## config.mk

```make
export PLATFORM = sky130hd
export DESIGN_NAME = fifo_wr_arbiter
export DESIGN_NICKNAME = d
export VERILOG_FILES = /design/src/rtl/fifo_wr_arbiter.sv
export SDC_FILE = /design/constraint.sdc
export NUM_CORES = 1
export LEC_CHECK = 0
export CORE_MARGIN = 4
export CORE_UTILIZATION = 30
export DETAILED_ROUTE_END_ITERATION = 6
export GPL_ROUTABILITY_DRIVEN = 0
export PLACE_DENSITY = 0.7
export SYNTH_ARGS = -nofsm -noshare
export SYNTH_HDL_FRONTEND = slang
export SYNTH_SLANG_ARGS = --single-unit
```

## constraint.sdc

```tcl
create_clock -name clk -period 5.28 [get_ports clk]
set_input_delay 1.584 -clock clk [delete_from_list [all_inputs] [get_ports clk]]
set_output_delay 1.584 -clock clk [all_outputs]
set_load 0.02 [all_outputs]
```

## src/rtl/fifo_wr_arbiter.sv

```systemverilog
// fifo_wr_arbiter: round-robin write arbiter for the shared FIFO write port.
// Optional macro FIFO_ARB_STATS_EN builds the stat_beats accepted-beat counter.
//
// Ports:
//   clk, reset          single clock, async active-high reset
//   req_valid/req_data  per-producer valid and packed data words
//   req_ready           per-producer accept strobe
//   fifo_full           FIFO full flag, used combinationally
//   fifo_wr_en/data_in  FIFO write port
//   grant_id, busy      registered grant index, high while granting
//   stat_beats          accepted-beat counter, or zero when the macro is off
module fifo_wr_arbiter #(
  parameter  int DATA_WIDTH = 8,
  parameter  int NUM_REQ    = 4,
  parameter  int BURST_LEN  = 4,
  localparam int ID_W       = $clog2(NUM_REQ)
) (
  input  logic                          clk,
  input  logic                          reset,
  input  logic [NUM_REQ-1:0]            req_valid,
  input  logic [NUM_REQ*DATA_WIDTH-1:0] req_data,
  output logic [NUM_REQ-1:0]            req_ready,
  input  logic                          fifo_full,
  output logic                          fifo_wr_en,
  output logic [DATA_WIDTH-1:0]         fifo_data_in,
  output logic [ID_W-1:0]               grant_id,
  output logic                          busy,
  output logic [15:0]                   stat_beats
);

  localparam int BCW =
    (BURST_LEN > 1) ? $clog2(BURST_LEN) : 1;
  localparam logic [BCW-1:0] LAST_BEAT =
    BCW'(BURST_LEN - 1);
  localparam logic [ID_W-1:0] LAST_ID =
    ID_W'(NUM_REQ - 1);

  typedef enum logic {
    S_IDLE,
    S_GRANT
  } state_t;

  state_t          r_state;
  state_t          w_state_nx;
  logic [ID_W-1:0] r_grant_id;
  logic [ID_W-1:0] w_grant_id_nx;
  logic [ID_W-1:0] r_rr_ptr;
  logic [ID_W-1:0] w_rr_ptr_nx;
  logic [BCW-1:0]  r_beat_cnt;
  logic [BCW-1:0]  w_beat_cnt_nx;

  logic [ID_W-1:0]       w_pick;
  logic                  w_any;
  logic [NUM_REQ-1:0]    w_onehot;
  logic                  w_sel_valid;
  logic [DATA_WIDTH-1:0] w_sel_data;
  logic [ID_W-1:0]       w_ptr_after;

  // Round-robin search: walk offsets from high to low so the
  // smallest offset from rr_ptr wins the last assignment.
  always_comb begin
    w_pick = '0;
    w_any  = 1'b0;
    for (int k = NUM_REQ - 1; k >= 0; k--) begin
      if (req_valid[(int'(r_rr_ptr) + k) % NUM_REQ]) begin
        w_pick = ID_W'((int'(r_rr_ptr) + k) % NUM_REQ);
        w_any  = 1'b1;
      end
    end
  end

  // Granted producer's valid, data and one-hot select.
  always_comb begin
    w_onehot    = '0;
    w_sel_valid = 1'b0;
    w_sel_data  = '0;
    for (int i = 0; i < NUM_REQ; i++) begin
      if (r_grant_id == ID_W'(i)) begin
        w_onehot[i] = 1'b1;
        w_sel_valid = req_valid[i];
        w_sel_data  =
          req_data[i*DATA_WIDTH +: DATA_WIDTH];
      end
    end
  end

  // Pointer moves past the producer that just finished.
  assign w_ptr_after =
    (r_grant_id == LAST_ID) ? '0 : r_grant_id + 1'b1;

  always_comb begin
    w_state_nx    = r_state;
    w_grant_id_nx = r_grant_id;
    w_rr_ptr_nx   = r_rr_ptr;
    w_beat_cnt_nx = r_beat_cnt;
    req_ready     = '0;
    fifo_wr_en    = 1'b0;
    fifo_data_in  = '0;
    unique case (r_state)
      S_IDLE: begin
        if (w_any) begin
          w_state_nx    = S_GRANT;
          w_grant_id_nx = w_pick;
          w_beat_cnt_nx = '0;
        end
      end
      S_GRANT: begin
        req_ready    = w_onehot & {NUM_REQ{~fifo_full}};
        fifo_wr_en   = w_sel_valid & ~fifo_full;
        fifo_data_in = w_sel_data;
        if (!w_sel_valid) begin
          w_state_nx  = S_IDLE;
          w_rr_ptr_nx = w_ptr_after;
        end else if (fifo_wr_en) begin
          if (r_beat_cnt == LAST_BEAT) begin
            w_state_nx  = S_IDLE;
            w_rr_ptr_nx = w_ptr_after;
          end else begin
            w_beat_cnt_nx = r_beat_cnt + 1'b1;
          end
        end
      end
      default: begin
        w_state_nx = S_IDLE;
      end
    endcase
  end

  always_ff @(posedge clk or posedge reset) begin
    if (reset) begin
      r_state    <= S_IDLE;
      r_grant_id <= '0;
      r_rr_ptr   <= '0;
      r_beat_cnt <= '0;
    end else begin
      r_state    <= w_state_nx;
      r_grant_id <= w_grant_id_nx;
      r_rr_ptr   <= w_rr_ptr_nx;
      r_beat_cnt <= w_beat_cnt_nx;
    end
  end

  assign grant_id = r_grant_id;
  assign busy     = (r_state == S_GRANT);

`ifdef FIFO_ARB_STATS_EN
  logic [15:0] r_stat_beats;

  always_ff @(posedge clk or posedge reset) begin
    if (reset) begin
      r_stat_beats <= '0;
    end else if (fifo_wr_en) begin
      r_stat_beats <= r_stat_beats + 16'd1;
    end
  end

  assign stat_beats = r_stat_beats;
`else
  assign stat_beats = 16'h0000;
`endif

endmodule

```

==> results of run 1 <==
[metrics by stage]
step / cells / worst slack (ns) / total power, mW / instance area [um^2] / hold slack (ns)
global route: 202 / 0.297 / 0.803 / 1440 / 0.544
CTS: 202 / 0.356 / 0.749 / 1440 / 0.489
detailed placement: 198 / 0.362 / 0.697 / 1410 / 0.481
global placement: 198 / 0.382 / 0.686 / 1410 / 0.466
floorplan: 134 / 1.24 / 0.483 / 972 / 0.452
finish: 202 / 0.344 / 0.745 / 1440 / 0.485
[area by class of cell]
class                           instances  area [um^2]
Clock buffer                            4         26.3
Inverter                               13         48.8
Tap cell                               31         38.8
Fill cell                             280         1390
Timing Repair Buffer                   55          548
Sequential cell                         7          175
Multi-Input combinational cell         92          603
[sequential cells by signal (all words and copies together) (netlist names)]
| name | cells |
|---|---|
| r_beat_cnt | 2 |
| busy | 1 |
| grant_id | 2 |
| r_rr_ptr | 2 |
[cell families after synthesis]
kind of cell | share of synthesized area [%]
AO/OA/AOI/OAI | 30.6
other | 0.409
adder cells (fa/ha/maj) | 6.83
buffers and inverters | 21.2
flip-flops | 19.1
multiplexers | 5.74
AND/OR/NAND/NOR | 16.1
[layout by cell type (no fill, tap or decap), types with 2 or more instances in the layout]
cell,netlist,layout
a21oi_1,10,10
a221oi_1,8,8
a22o_1,7,7
and2_1,6,6
clkbuf_4,0,3
clkdlybuf4s50_1,0,54
conb_1,1,16
dfrtp_1,7,7
ha_1,5,5
inv_1,13,13
mux2_1,2,2
mux2i_1,3,3
nand2_1,6,6
nand2b_1,2,2
nor2_1,9,9
nor2b_1,5,5
o21ai_0,2,2
o31ai_1,2,2
o41ai_1,2,2
[worst min path at each step]
| stage | startpoint | to | depth (start not counted) |
|---|---|---|---|
| floorplan | r_beat_cnt[0] | r_beat_cnt[0] | 1 |
| global placement | r_beat_cnt[0] | r_beat_cnt[0] | 1 |
| detailed placement | r_beat_cnt[0] | r_beat_cnt[0] | 1 |
| CTS | r_beat_cnt[0] | r_beat_cnt[0] | 1 |
| global route | r_beat_cnt[0] | r_beat_cnt[0] | 1 |
| finish | r_beat_cnt[0] | r_beat_cnt[0] | 1 |
[worst max-delay path, cell delays in order]
cell and delay, ns:
clkdlybuf4s50_1 0.49, a221o_1 0.44, o22ai_1 0.22, nor2_1 0.07, clkdlybuf4s50_1 0.54
[where the power goes]
group	total [mW]	switching (mW)	internal, mW	leakage (nW)
clock network	0.0511	0.0221	0.0290	0.0150
registers	0.112	0.0328	0.0794	0.0864
logic	0.581	0.307	0.275	0.543
total	0.745	0.361	0.383	0.644
[per-layer routing]
metal | track usage [%] | vias to the layer above
met5 | 0 | -
met4 | 3.23 | 0
met3 | 4.80 | 3
met2 | 21.3 | 66
met1 | 19.2 | 448
li1 | - | 494
==> results.txt, run 1 <==
----------------------------------------------------
[Status]
  Result of the run ... finished, final reports clean

[Placement]
  Number of buffer cells added on primary ports ... 54
  Post-detail-place hpwl ... 2410 um

[Final layout]
  Layout cell share with drive strength beyond 1 ... 4.09%
  Number of antenna cells inserted ... 0
  Total number of nets in the final design ... between 200 and 250
  Final design utilization ... 50.9%
  Area overhead of the layout relative to synthesis ... 57.2%

[Floorplan]
  Row count ... 19
  Starting Density ... 32.4%
  Horiz. Die Dim ... 63.3 um
  I/O pin total ... 71
  Core region area ... 2830 um^2
  Die Outline Area ... 4000 um^2
  Vertical die dimension ... between 60 and 70 um

[Clock network]
  Setup Fix Bufs, Post-CTS ... 0
  CTS Hold Bufs ... 0
  Count of cells resized by post-cts repair ... 0
  Sinks on the clock net ... 7
  Number of buffers created by CTS ... 3
  Clock slew at the register clock pins of the worst setup and hold paths ... about 0.060 ns
  CTS tree ... done
  Number of buffers on the longest clock path ... 2
  Clock latency of the later-clocked register in the worst-skew pair ... 0.26 ns
  CTS root buf ... clkbuf_4
  Clock H-tree levels ... 1

[STA]
  Actual slew at the worst max-slew pin ... ~0.64 ns
  Number of failing hold endpoints at the final stage ... 0
  Setup violators final ... 0
  Achievable frequency ... slightly above 0.2 GHz
  Min Tclk post-route ... 4.94 ns
  Setup repair after global routing missed its margin ... false
  Relative slew slack ... 57.4%
  Pins over their slew limit ... 0
  Total Neg Setup Slack ... 0 ns
  Clock skew ... 0.00745 ns
  Fraction of the cycle the final worst path needs ... 93.5%

[Global route]
  Number of global-route vias before repair ... ~950
  First-pass GRT wire length ... 4520 um
  Overall track demand over capacity in global routing ... between 10% and 20%
  Antenna violations before repair ... 0
  Aggregate global routing overflow ... 0
  Largest net degree at the start of global routing ... 20

[Synthesis]
  Commonest cells in the synthesized netlist ... buf_4, inv_1, a21oi_1, nor2_1, a221oi_1
  Number of warnings reported in the yosys synthesis log ... 0
  Proportion of synthesized chip area in sequential cells ... 19.1%
  Dominant register cell in the synthesized netlist ... dfrtp_1
  Number of distinct library cells after synthesis ... 27
  Number of storage elements in the synthesis netlist ... 7
  Leading post-synthesis cells by cell area ... dfrtp_1, buf_4, a221oi_1
  Async S/R FF share, synth ... 100%
  Most used standard cell by instance count after synthesis ... buf_4
  Post-synthesis average cell area ... between 7 and 8 um^2
  Top cell type's share of synthesized area ... 19.1%
  Post-synth EDFFs ... 0
  Count of mapped cells out of synthesis ... around 120
  Cell accounting for the most synthesized area ... dfrtp_1
  Cell area after synthesis ... 916 um^2

[Worst setup path]
  Worst Reg-to-Reg Cells ... 7
  Minimum setup slack among reg-to-reg paths ... ~3.1 ns
  Crit Path Category ... in -> out
  Required time reported for the critical path endpoint ... approximately 3.7 ns
  Signal arrival time at the worst endpoint ... 3.35 ns
  Reg-to-reg endpoint ... r_rr_ptr[1]
  Element type at the critical path start ... input pin
  CP Capture Type ... output pin
  Worst setup path start ... req_valid[1]
  Capturing element of the worst setup path ... fifo_wr_en
  Maximum fanout encountered on the critical timing path ... 5
  Startpoint of the worst register-to-register path ... grant_id[1]

[Route]
  Final Routed Wirelength ... 2960 um
  Vias ... 1,011
  Average wire per cell in the routed design ... ~15 um
  Via/cell ratio ... between 5 and 6
  Metal3 WL ... 373 um
  Length of the first detailed-routing pass in iterations ... 4
  Number of remaining DRC errors ... 0
  Wl on met1 ... 1310 um
  Routed wire length on met2 ... 1250 um
  Number of nets with antenna violations after routing ... 0
  DRC marker count from the first detailed-route iteration ... 73
  Topmost layer with routed signal wires ... met4

[Min path]
  Class of the most critical hold timing path ... reg -> reg

[Pwr]
  Power Density ... 517 nW/um^2
  Worst-case vdd ir drop ... 0.312 mV
  Static Leak ... 0.644 nW

[Run]
  Max-cap check violation count ... 0

----------------------------------------------------
No activity file was read; power rests on OpenSTA's default activity.
==> run 2: changes to the inputs <==
PLACE_DENSITY = 0.75   (was 0.7)
==> results.txt, run 2 (synthesis gave the netlist of run 1 again) <==
----------------------------------------------------
[Route]
  DRC marker count from the first detailed-route iteration ... 51 (was 73)
  Average wire per cell in the routed design ... 14.3 um (was 14.6 um)
  Vias ... 999 (was 1,011)
  Length of the first detailed-routing pass in iterations ... 4 (unchanged)
  Via/cell ratio ... 4.97 (was 5.00)
  Final Routed Wirelength ... 2870 um (was 2960 um)
  Number of remaining DRC errors ... 0 (unchanged)
  Number of nets with antenna violations after routing ... 0 (unchanged)

[Floorplan]
  Core region area ... 2830 um^2 (unchanged)
  Horiz. Die Dim ... 63.3 um (unchanged)
  Row count ... 19 (unchanged)
  Vertical die dimension ... 63.3 um (unchanged)
  Die Outline Area ... 4000 um^2 (unchanged)
  I/O pin total ... 71 (unchanged)
  Starting Density ... 32.4% (unchanged)

[Clock network]
  Number of buffers on the longest clock path ... 2 (unchanged)
  CTS tree ... done (unchanged)
  Clock slew at the register clock pins of the worst setup and hold paths ... 0.05 ns (was 0.06 ns)
  CTS Hold Bufs ... 0 (unchanged)
  Sinks on the clock net ... 7 (unchanged)
  CTS root buf ... clkbuf_4 (unchanged)
  Clock latency of the later-clocked register in the worst-skew pair ... 0.25 ns (was 0.26 ns)
  Clock H-tree levels ... 1 (unchanged)
  Number of buffers created by CTS ... 3 (unchanged)
  Count of cells resized by post-cts repair ... 0 (unchanged)
  Setup Fix Bufs, Post-CTS ... 0 (unchanged)

[STA]
  Total Neg Setup Slack ... 0 ns (unchanged)
  Number of failing hold endpoints at the final stage ... 0 (unchanged)
  Pins over their slew limit ... 0 (unchanged)
  Actual slew at the worst max-slew pin ... 0.731 ns (was 0.639 ns)
  Min Tclk post-route ... 4.96 ns (was 4.94 ns)
  Setup repair after global routing missed its margin ... false (unchanged)
  Fraction of the cycle the final worst path needs ... 93.9% (was 93.5%)
  Setup violators final ... 0 (unchanged)
  Achievable frequency ... 0.202 GHz (was 0.203 GHz)
  Clock skew ... 0.00406 ns (was 0.00745 ns)
  Relative slew slack ... 51.1% (was 57.4%)

[Global route]
  Overall track demand over capacity in global routing ... 14.1% (about the same)
  Largest net degree at the start of global routing ... 20 (unchanged)
  Aggregate global routing overflow ... 0 (unchanged)
  Antenna violations before repair ... 0 (unchanged)
  First-pass GRT wire length ... 4620 um (was 4520 um)
  Number of global-route vias before repair ... 983 (was 953)

[Final layout]
  Layout cell share with drive strength beyond 1 ... 3.53% (was 4.09%)
  Number of antenna cells inserted ... 0 (unchanged)
  Final instance area ... 1430 um^2 (was 1440 um^2)
  Leading cell type in the layout, fill and taps excluded ... clkdlybuf4s50_1 (unchanged)
  Total number of nets in the final design ... 215 (was 216)
  Top library cells by usage in the layout, fill and taps aside ... clkdlybuf4s50_1, conb_1, inv_1 (unchanged)
  Final design utilization ... 50.6% (was 50.9%)
  Number of inserted filler cells in the final layout ... 294 (was 280)
  Area overhead of the layout relative to synthesis ... 56.4% (was 57.2%)

[Min path]
  Class of the most critical hold timing path ... reg -> reg (unchanged)

[Worst setup path]
  Signal arrival time at the worst endpoint ... 3.37 ns (was 3.35 ns)
  Maximum fanout encountered on the critical timing path ... 5 (unchanged)
  Element type at the critical path start ... input pin (unchanged)
  Crit Path Category ... in -> out (unchanged)
  Minimum setup slack among reg-to-reg paths ... 2.94 ns (was 3.09 ns)
  CP Capture Type ... output pin (unchanged)
  Required time reported for the critical path endpoint ... 3.70 ns (about the same)

[Pwr]
  Static Leak ... 0.639 nW (was 0.644 nW)
  Power Density ... 511 nW/um^2 (was 517 nW/um^2)
  Worst-case vdd ir drop ... 0.232 mV (was 0.312 mV)

[Placement]
  Post-detail-place hpwl ... 2350 um (was 2410 um)
  Number of buffer cells added on primary ports ... 54 (unchanged)
  Area after DPL ... 1410 um^2 (about the same)

[Run]
  Max-cap check violation count ... 0 (unchanged)

[Status]
  Result of the run ... finished, final reports clean (unchanged)

----------------------------------------------------
==> run 2: final timing paths <==
check                         startpoint       endpoint  cells after the start
setup / recovery            req_valid[1]     fifo_wr_en                      5
hold / removal             r_beat_cnt[0]  r_beat_cnt[0]                      1
setup reg to reg             grant_id[1]    r_rr_ptr[1]                      6
hold reg to reg            r_beat_cnt[0]  r_beat_cnt[0]                      1
max in group asynchronous          reset    grant_id[1]                      2
min in group asynchronous          reset           busy                      2
==> run 2: power breakdown <==
part	internal (mW)	leakage (nW)	switching [mW]
Clock	0.0288	0.0150	0.0185
Combinational	0.269	0.538	0.305
Sequential	0.0794	0.0864	0.0315
Total	0.377	0.639	0.355
==> run 2: area by class of cell <==
type	instances	area (um^2)	area share, %
flip-flops and latches	7	175	12.2
clock buffers	4	26.3	1.83
multi-input cells	92	603	42.1
inverters	13	48.8	3.41
well taps	31	38.8	2.71
repair buffers	54	541	37.7
==> run 2: per-stage QoR <==
stage	std cells	setup WS, ns	hold slack [ns]	total power, mW
floorplan	134	1.24	0.452	0.483
global placement	197	0.367	0.468	0.675
detailed placement	197	0.343	0.501	0.688
CTS	201	0.330	0.508	0.741
global route	201	0.249	0.539	0.791
finish	201	0.324	0.505	0.732
==> run 2: metal layers <==
metal  GRT usage [%]  share of wire (%)  routed length [um]
met1            16.5                 39                1110
met5               0                  0                   0
met2            24.4                 50                1420
met4            6.47                1.8                  51
met3            3.20                9.9                 284
==> run 2: worst max-delay path: stages <==
cell and delay [ns]:
clkdlybuf4s50_1 0.49, a221o_1 0.45, o22ai_1 0.22, nor2_1 0.09, clkdlybuf4s50_1 0.54
